File: src/rtl/two_digit_bcd_sync_down_cntr_pkg.sv
// Shared BCD constants and the digit clamp used on parallel load.
package two_digit_bcd_sync_down_cntr_pkg;

  localparam int unsigned DIGIT_W = 4;
  localparam logic [DIGIT_W-1:0] BCD_MAX  = 4'd9;
  localparam logic [DIGIT_W-1:0] BCD_ZERO = 4'd0;

  // Non-BCD digits (A..F) saturate to 9 so the counter never holds an illegal digit.
  function automatic logic [DIGIT_W-1:0] bcd_clamp(input logic [DIGIT_W-1:0] d);
    logic [DIGIT_W-1:0] r;
    if (d > BCD_MAX) begin
      r = BCD_MAX;
    end else begin
      r = d;
    end
    return r;
  endfunction

endpackage

File: src/rtl/two_digit_bcd_sync_down_cntr_digit.sv
// One BCD digit down counter with clamped load and 0 -> 9 wrap; borrow feeds the next digit.
module bcd_digit_sync_down_cntr
  import two_digit_bcd_sync_down_cntr_pkg::*;
(
  input  logic               rstn,
  input  logic               clk,
  input  logic               clrn,
  input  logic               cnt_en,
  input  logic               load,
  input  logic [DIGIT_W-1:0] I,
  output logic [DIGIT_W-1:0] count,
  output logic               borrow
);

  logic [DIGIT_W-1:0] count_q;
  logic [DIGIT_W-1:0] count_d;

  // next-state: clear > load > decrement > hold
  always_comb begin
    count_d = count_q;
    if (!clrn) begin
      count_d = BCD_ZERO;
    end else if (load) begin
      count_d = bcd_clamp(I);
    end else if (cnt_en) begin
      if (count_q == BCD_ZERO) begin
        count_d = BCD_MAX;
      end else begin
        count_d = count_q - 4'd1;
      end
    end else begin
      count_d = count_q;
    end
  end

  // digit state register
  always_ff @(posedge clk or negedge rstn) begin
    if (!rstn) begin
      count_q <= BCD_ZERO;
    end else begin
      count_q <= count_d;
    end
  end

  assign count  = count_q;
  assign borrow = cnt_en && (count_q == BCD_ZERO);

endmodule

File: src/rtl/two_digit_bcd_sync_down_cntr.sv
// Two-digit BCD down counter: units digit cascades its borrow into the tens digit enable.
module two_digit_bcd_sync_down_cntr
  import two_digit_bcd_sync_down_cntr_pkg::*;
(
  input  logic       clk,
  input  logic       rstn,
  input  logic       clrn,
  input  logic       cnt_en,
  input  logic       load,
  input  logic [7:0] I,
  output logic [7:0] count,
  output logic       borrow,
  output logic       zero,
  output logic       done
);

  logic [DIGIT_W-1:0] units_s;
  logic [DIGIT_W-1:0] tens_s;
  logic               units_borrow_s;
  logic               tens_borrow_s;
  logic               done_q;
  logic               done_d;

  bcd_digit_sync_down_cntr u_units (
    .rstn   (rstn),
    .clk    (clk),
    .clrn   (clrn),
    .cnt_en (cnt_en),
    .load   (load),
    .I      (I[3:0]),
    .count  (units_s),
    .borrow (units_borrow_s)
  );

  bcd_digit_sync_down_cntr u_tens (
    .rstn   (rstn),
    .clk    (clk),
    .clrn   (clrn),
    .cnt_en (units_borrow_s),
    .load   (load),
    .I      (I[7:4]),
    .count  (tens_s),
    .borrow (tens_borrow_s)
  );

  // done fires only for an enable-driven 01 -> 00 step, never for clear or load
  always_comb begin
    done_d = 1'b0;
    if (!clrn) begin
      done_d = 1'b0;
    end else if (load) begin
      done_d = 1'b0;
    end else if (cnt_en && (tens_s == BCD_ZERO) && (units_s == 4'd1)) begin
      done_d = 1'b1;
    end else begin
      done_d = 1'b0;
    end
  end

  // done pulse register
  always_ff @(posedge clk or negedge rstn) begin
    if (!rstn) begin
      done_q <= 1'b0;
    end else begin
      done_q <= done_d;
    end
  end

  assign count  = {tens_s, units_s};
  assign borrow = tens_borrow_s;
  assign zero   = (tens_s == BCD_ZERO) && (units_s == BCD_ZERO);
  assign done   = done_q;

endmodule

File: config.mk
export PLATFORM = sky130hd
export DESIGN_NAME = two_digit_bcd_sync_down_cntr
export DESIGN_NICKNAME = d
export VERILOG_FILES = /design/src/rtl/two_digit_bcd_sync_down_cntr_pkg.sv /design/src/rtl/two_digit_bcd_sync_down_cntr_digit.sv /design/src/rtl/two_digit_bcd_sync_down_cntr.sv
export SDC_FILE = /design/constraint.sdc
export NUM_CORES = 1
export LEC_CHECK = 0
export CAP_MARGIN = 20
export CORE_MARGIN = 2
export CORE_UTILIZATION = 35
export CTS_CLUSTER_SIZE = 16
export DETAILED_ROUTE_END_ITERATION = 10
export DONT_BUFFER_PORTS = 1
export PLACE_DENSITY = 0.5
export SETUP_SLACK_MARGIN = 0.05
export SYNTH_ARGS = -nofsm -noshare
export SYNTH_HDL_FRONTEND = slang
export SYNTH_SLANG_ARGS = --single-unit
File: constraint.sdc
create_clock -name clk -period 3.2 [get_ports clk]
set_input_delay 0.64 -clock clk [delete_from_list [all_inputs] [get_ports clk]]
set_output_delay 0.64 -clock clk [all_outputs]
set_load 0.05 [all_outputs]
==> flow_metrics.env, run 1 <==
export IMPL_outcome="complete, no violations"
export IMPL_clock_skew_ns=0.009476
export IMPL_ys_types=35
export IMPL_die_w_um=50.32
export IMPL_syn_nets=102
export IMPL_start_util_pct=37.50
export IMPL_antenna_found_initial=0
export IMPL_rsz0062_at_grt="no"
export IMPL_dieArea_sq_mm=0.002532
export IMPL_post_cts_buffers=0
export IMPL_cts_sinks=9
export IMPL_multi_input_area_sq_um=459.2
export IMPL_design_area_sq_um=793.3
export IMPL_htreeDepth=1
export IMPL_fp_coreArea_sq_mm=0.002002
export IMPL_synth_top_cell_by_area="dfrtp_1"
export IMPL_leakage_uw=0.0003351
export IMPL_syn_area_sq_um=750.7
export IMPL_nets=104
export IMPL_grt_total_usage_pct=14.54
export IMPL_drc_errors=0
export IMPL_area_growth_pct=5.667
export IMPL_synth_seq_cells=9
export IMPL_path_clk_slew_ns=0.07
export IMPL_dp_hpwl_mm=1.289
export IMPL_slew_violations=0
export IMPL_dpl_cell_area_sq_um=767.0
export IMPL_ioPinCount=24
export IMPL_synth_area_top_cells="dfrtp_1, ha_1, inv_1"
export IMPL_slowest_stage="dfrtp_1"
export IMPL_setup_tns_ns=0
export IMPL_globalplace_congestion=0.7735
export IMPL_viasPerCell=5.688
export IMPL_slew_headroom_pct=55.70
export IMPL_fin_crit_sh_pct=85.88
export IMPL_clockBufferDepth=2
export IMPL_cp_max_fo=5
export IMPL_path_class="reg -> out"
export IMPL_synth_edf_count=0
export IMPL_seq_area_frac_synth_pct=30.00
export IMPL_synthArstFlopShare_pct=100.0
export IMPL_cp_start_kind="flip-flop"
export IMPL_grt_pass1_vias=602
export IMPL_drt_initial_drc_count=22
export IMPL_synth_most_common_cell="inv_1"
export IMPL_die_h_um=50.32
export IMPL_ir_drop_mv=0.2497
export IMPL_synth_top_area_share_pct=30.00
export IMPL_end_kind="primary output"
export IMPL_root_buffer="clkbuf_4"
export IMPL_drt_pass1_iter_count=4
export IMPL_max_freq_mhz=363.9
export IMPL_syn_area_per_cell_sq_um=8.937
export IMPL_grt_start_max_net_pins=19
export IMPL_overflow=0
export IMPL_antennaDiodeCount=0
export IMPL_nFillCells=218
export IMPL_clock_latency_ns=0.26
export IMPL_layout_drive_gt1_share_pct=10.59
export IMPL_cap_violations=0
export IMPL_crit_required_ns=2.56
export IMPL_grt_pass1_wl_mm=2.711
export IMPL_cpPeakStageDelay_ns=0.58
export IMPL_worst_endpoint_arrival_ns=2.11
export IMPL_port_buffers=0
export IMPL_routed_wl_mm=1.698
export IMPL_ant_nets=0
export IMPL_yosys_warnings=0
export IMPL_synthCells=84
export IMPL_tightest_slew_ns=0.6645
export IMPL_cts_tree="yes"
export IMPL_fp_row_count=16
export IMPL_holdWs_ns=0.06289
export IMPL_worstHoldPathType="in -> async"
export IMPL_post_cts_resized=0
export IMPL_rrSetupSlack_ns=1.30
export IMPL_setup_viol=0
export IMPL_routedWlPerCell_um=15.16
export IMPL_path_cells="inv_1 > ha_1 > nor3b_2 > and3_1"
export IMPL_cts_inserted_buffers=3
export IMPL_synth_ff_type="dfrtp_1"
export IMPL_cts_hold_fix_buffers=0
export IMPL_finalHoldViolCount=0
export IMPL_via_count=637
export IMPL_synthTopCellsByCount="inv_1, dfrtp_1, ha_1"
export IMPL_period_needed_ns=2.748
export IMPL_powerDensity_mw_per_mm2=433.0
export IMPL_regArea_sq_um=225.2
## cell families (layout without fill, tap and decap cells)
kind of cell	after synthesis	in the layout	share of synthesized area [%]
AO/OA/AOI/OAI	25	25	25.84
flip-flops	9	9	30.00
adder cells (fa/ha/maj)	5	5	8.333
buffers and inverters	15	16	8.833
AND/OR/NAND/NOR	30	30	27.00
## area by class of cell
| type | instances | share of cell area [%] |
|---|---|---|
| well taps | 27 | 4.259 |
| flip-flops and latches | 9 | 28.39 |
| clock buffers | 4 | 3.312 |
| repair buffers | 1 | 0.9464 |
| multi-input cells | 60 | 57.89 |
| inverters | 11 | 5.205 |
## worst max-delay path: cells and delay by family (launching register included)
family | cells | cell delay (ns)
simple gates | 2 | 0.86
flops | 1 | 0.58
fa+ha+maj | 1 | 0.20
buf+inv | 1 | 0.19
## placed cells by master (no fill, tap or decap), types with 3 or more instances in the layout
cell type / synthesis / layout
nand2b_1: 4 / 4
nor2b_1: 3 / 3
o311a_1: 3 / 3
nand2_1: 3 / 3
nor3_1: 3 / 3
o21ai_0: 4 / 4
nor2_1: 4 / 4
o211ai_1: 3 / 3
clkbuf_4: 0 / 3
ha_1: 5 / 5
dfrtp_1: 9 / 9
inv_1: 11 / 11
## registers in the layout, indices dropped and copies added (netlist names)
name,flops
u_tens.count,4
done,1
u_units.count,4
## per-stage QoR
| stage | cells | setup WS [ns] | utilization [%] | total power [uW] |
|---|---|---|---|---|
| final | 112 | 0.4518 | 39.63 | 343.5 |
| after global routing | 112 | 0.3600 | 39.63 | 369.5 |
| after CTS | 112 | 0.4358 | 39.63 | 349.3 |
| after detailed placement | 108 | 0.7370 | 38.31 | 256.8 |
| after global placement | 108 | 0.7444 | 38.31 | 255.8 |
| after floorplan | 84 | 0.8991 | - | 243.9 |
## final timing paths
path	startpoint	cells after the start	endpoint
max reg2reg	u_units.count[1]	5	u_tens.count[3]
min reg2reg	u_units.count[0]	3	u_units.count[0]
min in group clk	clrn	1	u_tens.count[1]
max	u_tens.count[0]	4	borrow
min	rstn	0	u_units.count[1]
max in group asynchronous	rstn	0	u_units.count[3]
## per-layer routing
metal  part of all wire [%]  routed length (um)  up-vias  global-route usage [%]
met1                     49                 833      305                   19.56
met4                   0.65                  11        0                   4.054
met5                      0                   0        -                       0
li1                       -                   -      312                       -
met2                     44                 745       18                   20.39
met3                    6.4                 108        2                   7.143
## where the power goes
part | switching, uW | leakage, uW | total [uW] | internal [uW]
clock | 41.3 | 0.0000150 | 89.4 | 48.1
sequential | 39.7 | 0.000118 | 162 | 122
combinational | 54.6 | 0.000202 | 92.1 | 37.5
total | 136 | 0.000335 | 344 | 208
No activity file was read; power rests on OpenSTA's default activity.
==> inputs of run 2 (changes only) <==
- CORE_ASPECT_RATIO: default -> 1.2
- PLACE_DENSITY: 0.5 -> default
==> run 2 against run 1 <==
Against the previous run: power up 1.1%; sequential share of layout area down 0.13 points; final cell count up 2.7%; largest power group unchanged.
==> flow_metrics.env, run 2 (synthesized netlist as in run 1, its figures left out) <==
export IMPL_end_kind="primary output"
export IMPL_path_cells="inv_1 > ha_1 > nor3b_2 > and3_1"
export IMPL_p_sw_uw=139.7
export IMPL_final_cell_mix="inv_1, dfrtp_1, ha_1"
export IMPL_grt_start_max_net_pins=19
export IMPL_cap_violations=0
export IMPL_die_w_um=46.28
export IMPL_slowest_stage="dfrtp_1"
export IMPL_rsz0062_at_grt="no"
export IMPL_tightest_slew_ns=0.6469
export IMPL_antenna_found_initial=0
export IMPL_drc_errors=0
export IMPL_setup_viol=0
export IMPL_fp_row_count=18
export IMPL_fp_coreArea_sq_mm=0.002049
export IMPL_cts_tree="yes"
export IMPL_placed_cells=111
export IMPL_setup_worst_path_start="u_tens.count[0]"
export IMPL_overflow=0
export IMPL_clockBufferDepth=2
export IMPL_post_cts_buffers=0
export IMPL_clock_latency_ns=0.27
export IMPL_dieArea_sq_mm=0.002533
export IMPL_die_h_um=54.73
export IMPL_pre_cts_slack_ns=0.6999
export IMPL_grt_total_usage_pct=16.09
export IMPL_p_seq_share_pct=46.6
export IMPL_fin_crit_sh_pct=87.73
export IMPL_power_share_clock_pct=26.9
export IMPL_antennaDiodeCount=0
export IMPL_cts_sinks=9
export IMPL_globalplace_congestion=0.7228
export IMPL_worstReg2RegEnd="u_tens.count[1]"
export IMPL_p_comb_share_pct=26.4
export IMPL_slew_violations=0
export IMPL_grt_pass1_vias=637
export IMPL_cp_start_kind="flip-flop"
export IMPL_path_clk_slew_ns=0.07
export IMPL_worst_endpoint_arrival_ns=2.17
export IMPL_port_buffers=0
export IMPL_outcome="complete, no violations"
export IMPL_cpPeakStageDelay_ns=0.59
export IMPL_post_cts_resized=0
export IMPL_layout_drive_gt1_share_pct=10.59
export IMPL_drt_initial_drc_count=7
export IMPL_dpl_cell_area_sq_um=770.7
export IMPL_dp_hpwl_mm=1.279
export IMPL_nets=104
export IMPL_internal_power_uw=207.8
export IMPL_instances_no_fill=115
export IMPL_final_common_cell="inv_1"
export IMPL_period_needed_ns=2.807
export IMPL_slew_headroom_pct=56.87
export IMPL_rrSetupSlack_ns=1.28
export IMPL_ir_drop_mv=0.2608
export IMPL_crit_end="borrow"
export IMPL_worstHoldPathType="in -> async"
export IMPL_htreeDepth=1
export IMPL_switching_share_pct=40.20
export IMPL_setup_tns_ns=0
export IMPL_leakage_uw=0.0003351
export IMPL_clock_skew_ns=0.002844
export IMPL_via_count=632
export IMPL_ant_nets=0
export IMPL_area_growth_pct=6.167
export IMPL_ff2ff_path_depth=5
export IMPL_holdWs_ns=0.05836
export IMPL_drt_pass1_iter_count=4
export IMPL_routedWlPerCell_um=14.50
export IMPL_powerDensity_mw_per_mm2=435.9
export IMPL_viasPerCell=5.496
export IMPL_finalHoldViolCount=0
export IMPL_root_buffer="clkbuf_4"
export IMPL_grt_pass1_wl_mm=2.863
export IMPL_setup_ws_ns=0.3928
export IMPL_start_util_pct=36.63
export IMPL_cts_inserted_buffers=3
export IMPL_max_freq_mhz=356.2
export IMPL_design_area_sq_um=797.0
export IMPL_cp_max_fo=5
export IMPL_ioPinCount=24
export IMPL_crit_required_ns=2.56
export IMPL_cts_hold_fix_buffers=0
export IMPL_routed_wl_mm=1.668
export IMPL_r2r_start="u_tens.count[0]"
export IMPL_path_class="reg -> out"
## run 2: final cells by class
type	count	area (sq um)
inverter	11	41.29
tap	30	37.54
fill	215	1252
sequential	9	225.2
timing repair buffer	1	7.507
multi-input combinational	60	459.2
clock buffer	4	26.28
## run 2: worst min-delay path by stage
stage	startpoint	end	slack, ns	cells past startpoint
5_1_grt	rstn	u_tens.count[1]	0.04	0
3_3_place_gp	rstn	u_tens.count[1]	0.34	0
3_5_place_dp	rstn	u_tens.count[1]	0.34	0
6_report	rstn	u_tens.count[1]	0.06	0
2_1_floorplan	rstn	done	0.34	0
4_1_cts	rstn	u_tens.count[1]	0.06	0
## run 2: layer usage
metal / vias to the layer above / GRT usage (%) / wire length, um / share of wire (%)
met5: - / 0 / 0 / 0
met3: 4 / 4.290 / 117 / 7.0
met4: 0 / 9.524 / 35 / 2.1
li1: 312 / - / - / -
met1: 296 / 19.00 / 698 / 42
met2: 20 / 25.69 / 817 / 49
## run 2: critical path, delay by kind of cell (launching register included)
kind          cells  cell delay (ns)
fa+ha+maj         1             0.20
flops             1             0.59
simple gates      2             0.90
buf+inv           1             0.20
## run 2: per-stage QoR
| stage | util, % | power (uW) |
|---|---|---|
| after floorplan | - | 243.9 |
| after global placement | 37.61 | 255.0 |
| after detailed placement | 37.61 | 256.4 |
| after CTS | 38.89 | 349.1 |
| after global routing | 38.89 | 371.9 |
| final | 38.89 | 347.4 |
## run 2: power by group through the flow
stage	combinational [uW]	sequential (uW)	clock [uW]
5_1_grt	103	164	106
3_3_place_gp	90.6	164	0
4_1_cts	92.6	162	94.3
3_5_place_dp	92.1	164	0
6_report	91.8	162	93.6
2_1_floorplan	75.4	168	0
==> inputs of run 3 (changes only) <==
- CORE_ASPECT_RATIO: 1.2 -> 1.1
- MAX_ROUTING_LAYER: default -> met4
==> run 3 against run 2 <==
Against the previous run: sequential power grew 6%; clock skew about the same; core utilization rose by 0.059 points; first-iteration DRC count increased by 140%; non-clock buffer count shrank 1; hold slack better by 0.0039 ns; design area is 1.3% lower; final cell count down 2.6%; wire length increased by 3.2%; sequential share of layout area up 0.36 points; clock power rose by 0.4%; fmax up 1.9%; largest cell class unchanged.
==> flow_metrics.env, run 3 (synthesized netlist as in run 1, its figures left out) <==
export IMPL_outcome="complete, no violations"
export IMPL_path_cells="inv_1 > ha_1 > nor3b_2 > and3_1"
export IMPL_grt_total_usage_pct=15.78
export IMPL_clockBufferDepth=2
export IMPL_worstReg2RegEnd="u_tens.count[3]"
export IMPL_die_w_um=48.16
export IMPL_grt_pass1_wl_mm=2.746
export IMPL_final_common_cell="inv_1"
export IMPL_holdWs_ns=0.06230
export IMPL_port_buffers=0
export IMPL_dieArea_sq_mm=0.002532
export IMPL_post_cts_resized=0
export IMPL_cts_sinks=9
export IMPL_switching_share_pct=40.45
export IMPL_fp_row_count=17
export IMPL_globalplace_congestion=0.7930
export IMPL_antenna_found_initial=0
export IMPL_nets=103
export IMPL_ant_nets=0
export IMPL_clock_skew_ns=0.003285
export IMPL_layout_drive_gt1_share_pct=9.524
export IMPL_slew_headroom_pct=55.78
export IMPL_drc_errors=0
export IMPL_routed_wl_mm=1.722
export IMPL_p_sw_uw=139.6
export IMPL_setup_tns_ns=0
export IMPL_clock_latency_ns=0.26
export IMPL_post_cts_buffers=0
export IMPL_worstHoldPathType="in -> async"
export IMPL_powerDensity_mw_per_mm2=438.5
export IMPL_r2r_start="u_units.count[0]"
export IMPL_ir_drop_mv=0.1629
export IMPL_slew_violations=0
export IMPL_drt_initial_drc_count=17
export IMPL_drt_pass1_iter_count=4
export IMPL_path_clk_slew_ns=0.07
export IMPL_dp_hpwl_mm=1.284
export IMPL_routedWlPerCell_um=15.38
export IMPL_cp_max_fo=8
export IMPL_end_kind="primary output"
export IMPL_cap_violations=0
export IMPL_placed_cells=108
export IMPL_slowest_stage="dfrtp_1"
export IMPL_cpPeakStageDelay_ns=0.63
export IMPL_internal_power_uw=205.5
export IMPL_p_comb_share_pct=23.3
export IMPL_final_cell_mix="inv_1, dfrtp_1, ha_1"
export IMPL_fp_coreArea_sq_mm=0.002021
export IMPL_grt_start_max_net_pins=19
export IMPL_fin_crit_sh_pct=86.12
export IMPL_p_seq_share_pct=49.4
export IMPL_via_count=644
export IMPL_viasPerCell=5.750
export IMPL_period_needed_ns=2.756
export IMPL_rsz0062_at_grt="no"
export IMPL_root_buffer="clkbuf_4"
export IMPL_path_class="reg -> out"
export IMPL_power_share_clock_pct=27.3
export IMPL_max_freq_mhz=362.9
export IMPL_overflow=0
export IMPL_ioPinCount=24
export IMPL_grt_pass1_vias=602
export IMPL_start_util_pct=37.15
export IMPL_antennaDiodeCount=0
export IMPL_cp_start_kind="flip-flop"
export IMPL_nFillCells=217
export IMPL_setup_viol=0
export IMPL_finalHoldViolCount=0
export IMPL_area_growth_pct=4.833
export IMPL_crit_end="borrow"
export IMPL_tightest_slew_ns=0.6634
export IMPL_ff2ff_path_depth=5
export IMPL_htreeDepth=1
export IMPL_crit_required_ns=2.56
export IMPL_instances_no_fill=112
export IMPL_leakage_uw=0.0003301
export IMPL_cts_inserted_buffers=3
export IMPL_setup_worst_path_start="u_units.count[0]"
export IMPL_power_total_uw=345.1
export IMPL_cts_tree="yes"
export IMPL_cts_hold_fix_buffers=0
export IMPL_die_h_um=52.58
export IMPL_rrSetupSlack_ns=1.25
export IMPL_worst_endpoint_arrival_ns=2.12
-- run 3: worst min path at each step --
stage                       endpoint  slack (ns)  depth (start not counted)
floorplan                       done        0.34                          0
global placement     u_tens.count[2]        0.34                          0
detailed placement   u_tens.count[2]        0.34                          0
CTS                  u_tens.count[2]        0.06                          0
global route        u_units.count[3]        0.05                          0
finish               u_tens.count[2]        0.06                          0
-- run 3: per-stage QoR --
| step | instance area (sq um) | setup WS [ns] | util [%] |
|---|---|---|---|
| CTS | 787.0 | 0.4335 | 38.95 |
| global placement | 760.7 | 0.7208 | 37.65 |
| floorplan | 750.7 | 0.8991 | - |
| global route | 787.0 | 0.3060 | 38.95 |
| finish | 787.0 | 0.4443 | 38.95 |
| detailed placement | 760.7 | 0.7221 | 37.65 |
-- run 3: layer usage --
| metal | wire [um] | part of all wire [%] | track usage [%] |
|---|---|---|---|
| met5 | 0 | 0 | - |
| met4 | 19 | 1.1 | 6.757 |
| met3 | 84 | 4.9 | 2.759 |
| met1 | 771 | 45 | 21.74 |
| met2 | 847 | 49 | 22.15 |
-- run 3: critical path, delay by kind of cell, from the launching register on --
family / cells / cell delay (ns)
buf+inv: 1 / 0.18
fa+ha+maj: 1 / 0.23
flops: 1 / 0.63
simple gates: 2 / 0.82
-- run 3: power groups by stage --
stage | clock network, uW | registers, uW | logic, uW
2_1_floorplan | 0 | 168 | 75.4
3_3_place_gp | 0 | 172 | 79.9
3_5_place_dp | 0 | 173 | 80.4
4_1_cts | 95.0 | 171 | 80.4
5_1_grt | 101 | 173 | 91.2
6_report | 94.0 | 171 | 80.4
-- run 3: final cells by class --
| class | instances | area (sq um) | share of cell area, % |
|---|---|---|---|
| multi-input cells | 60 | 459.2 | 58.35 |
| flip-flops and latches | 9 | 225.2 | 28.62 |
| clock buffers | 4 | 26.28 | 3.339 |
| inverters | 11 | 41.29 | 5.246 |
| well taps | 28 | 35.03 | 4.452 |
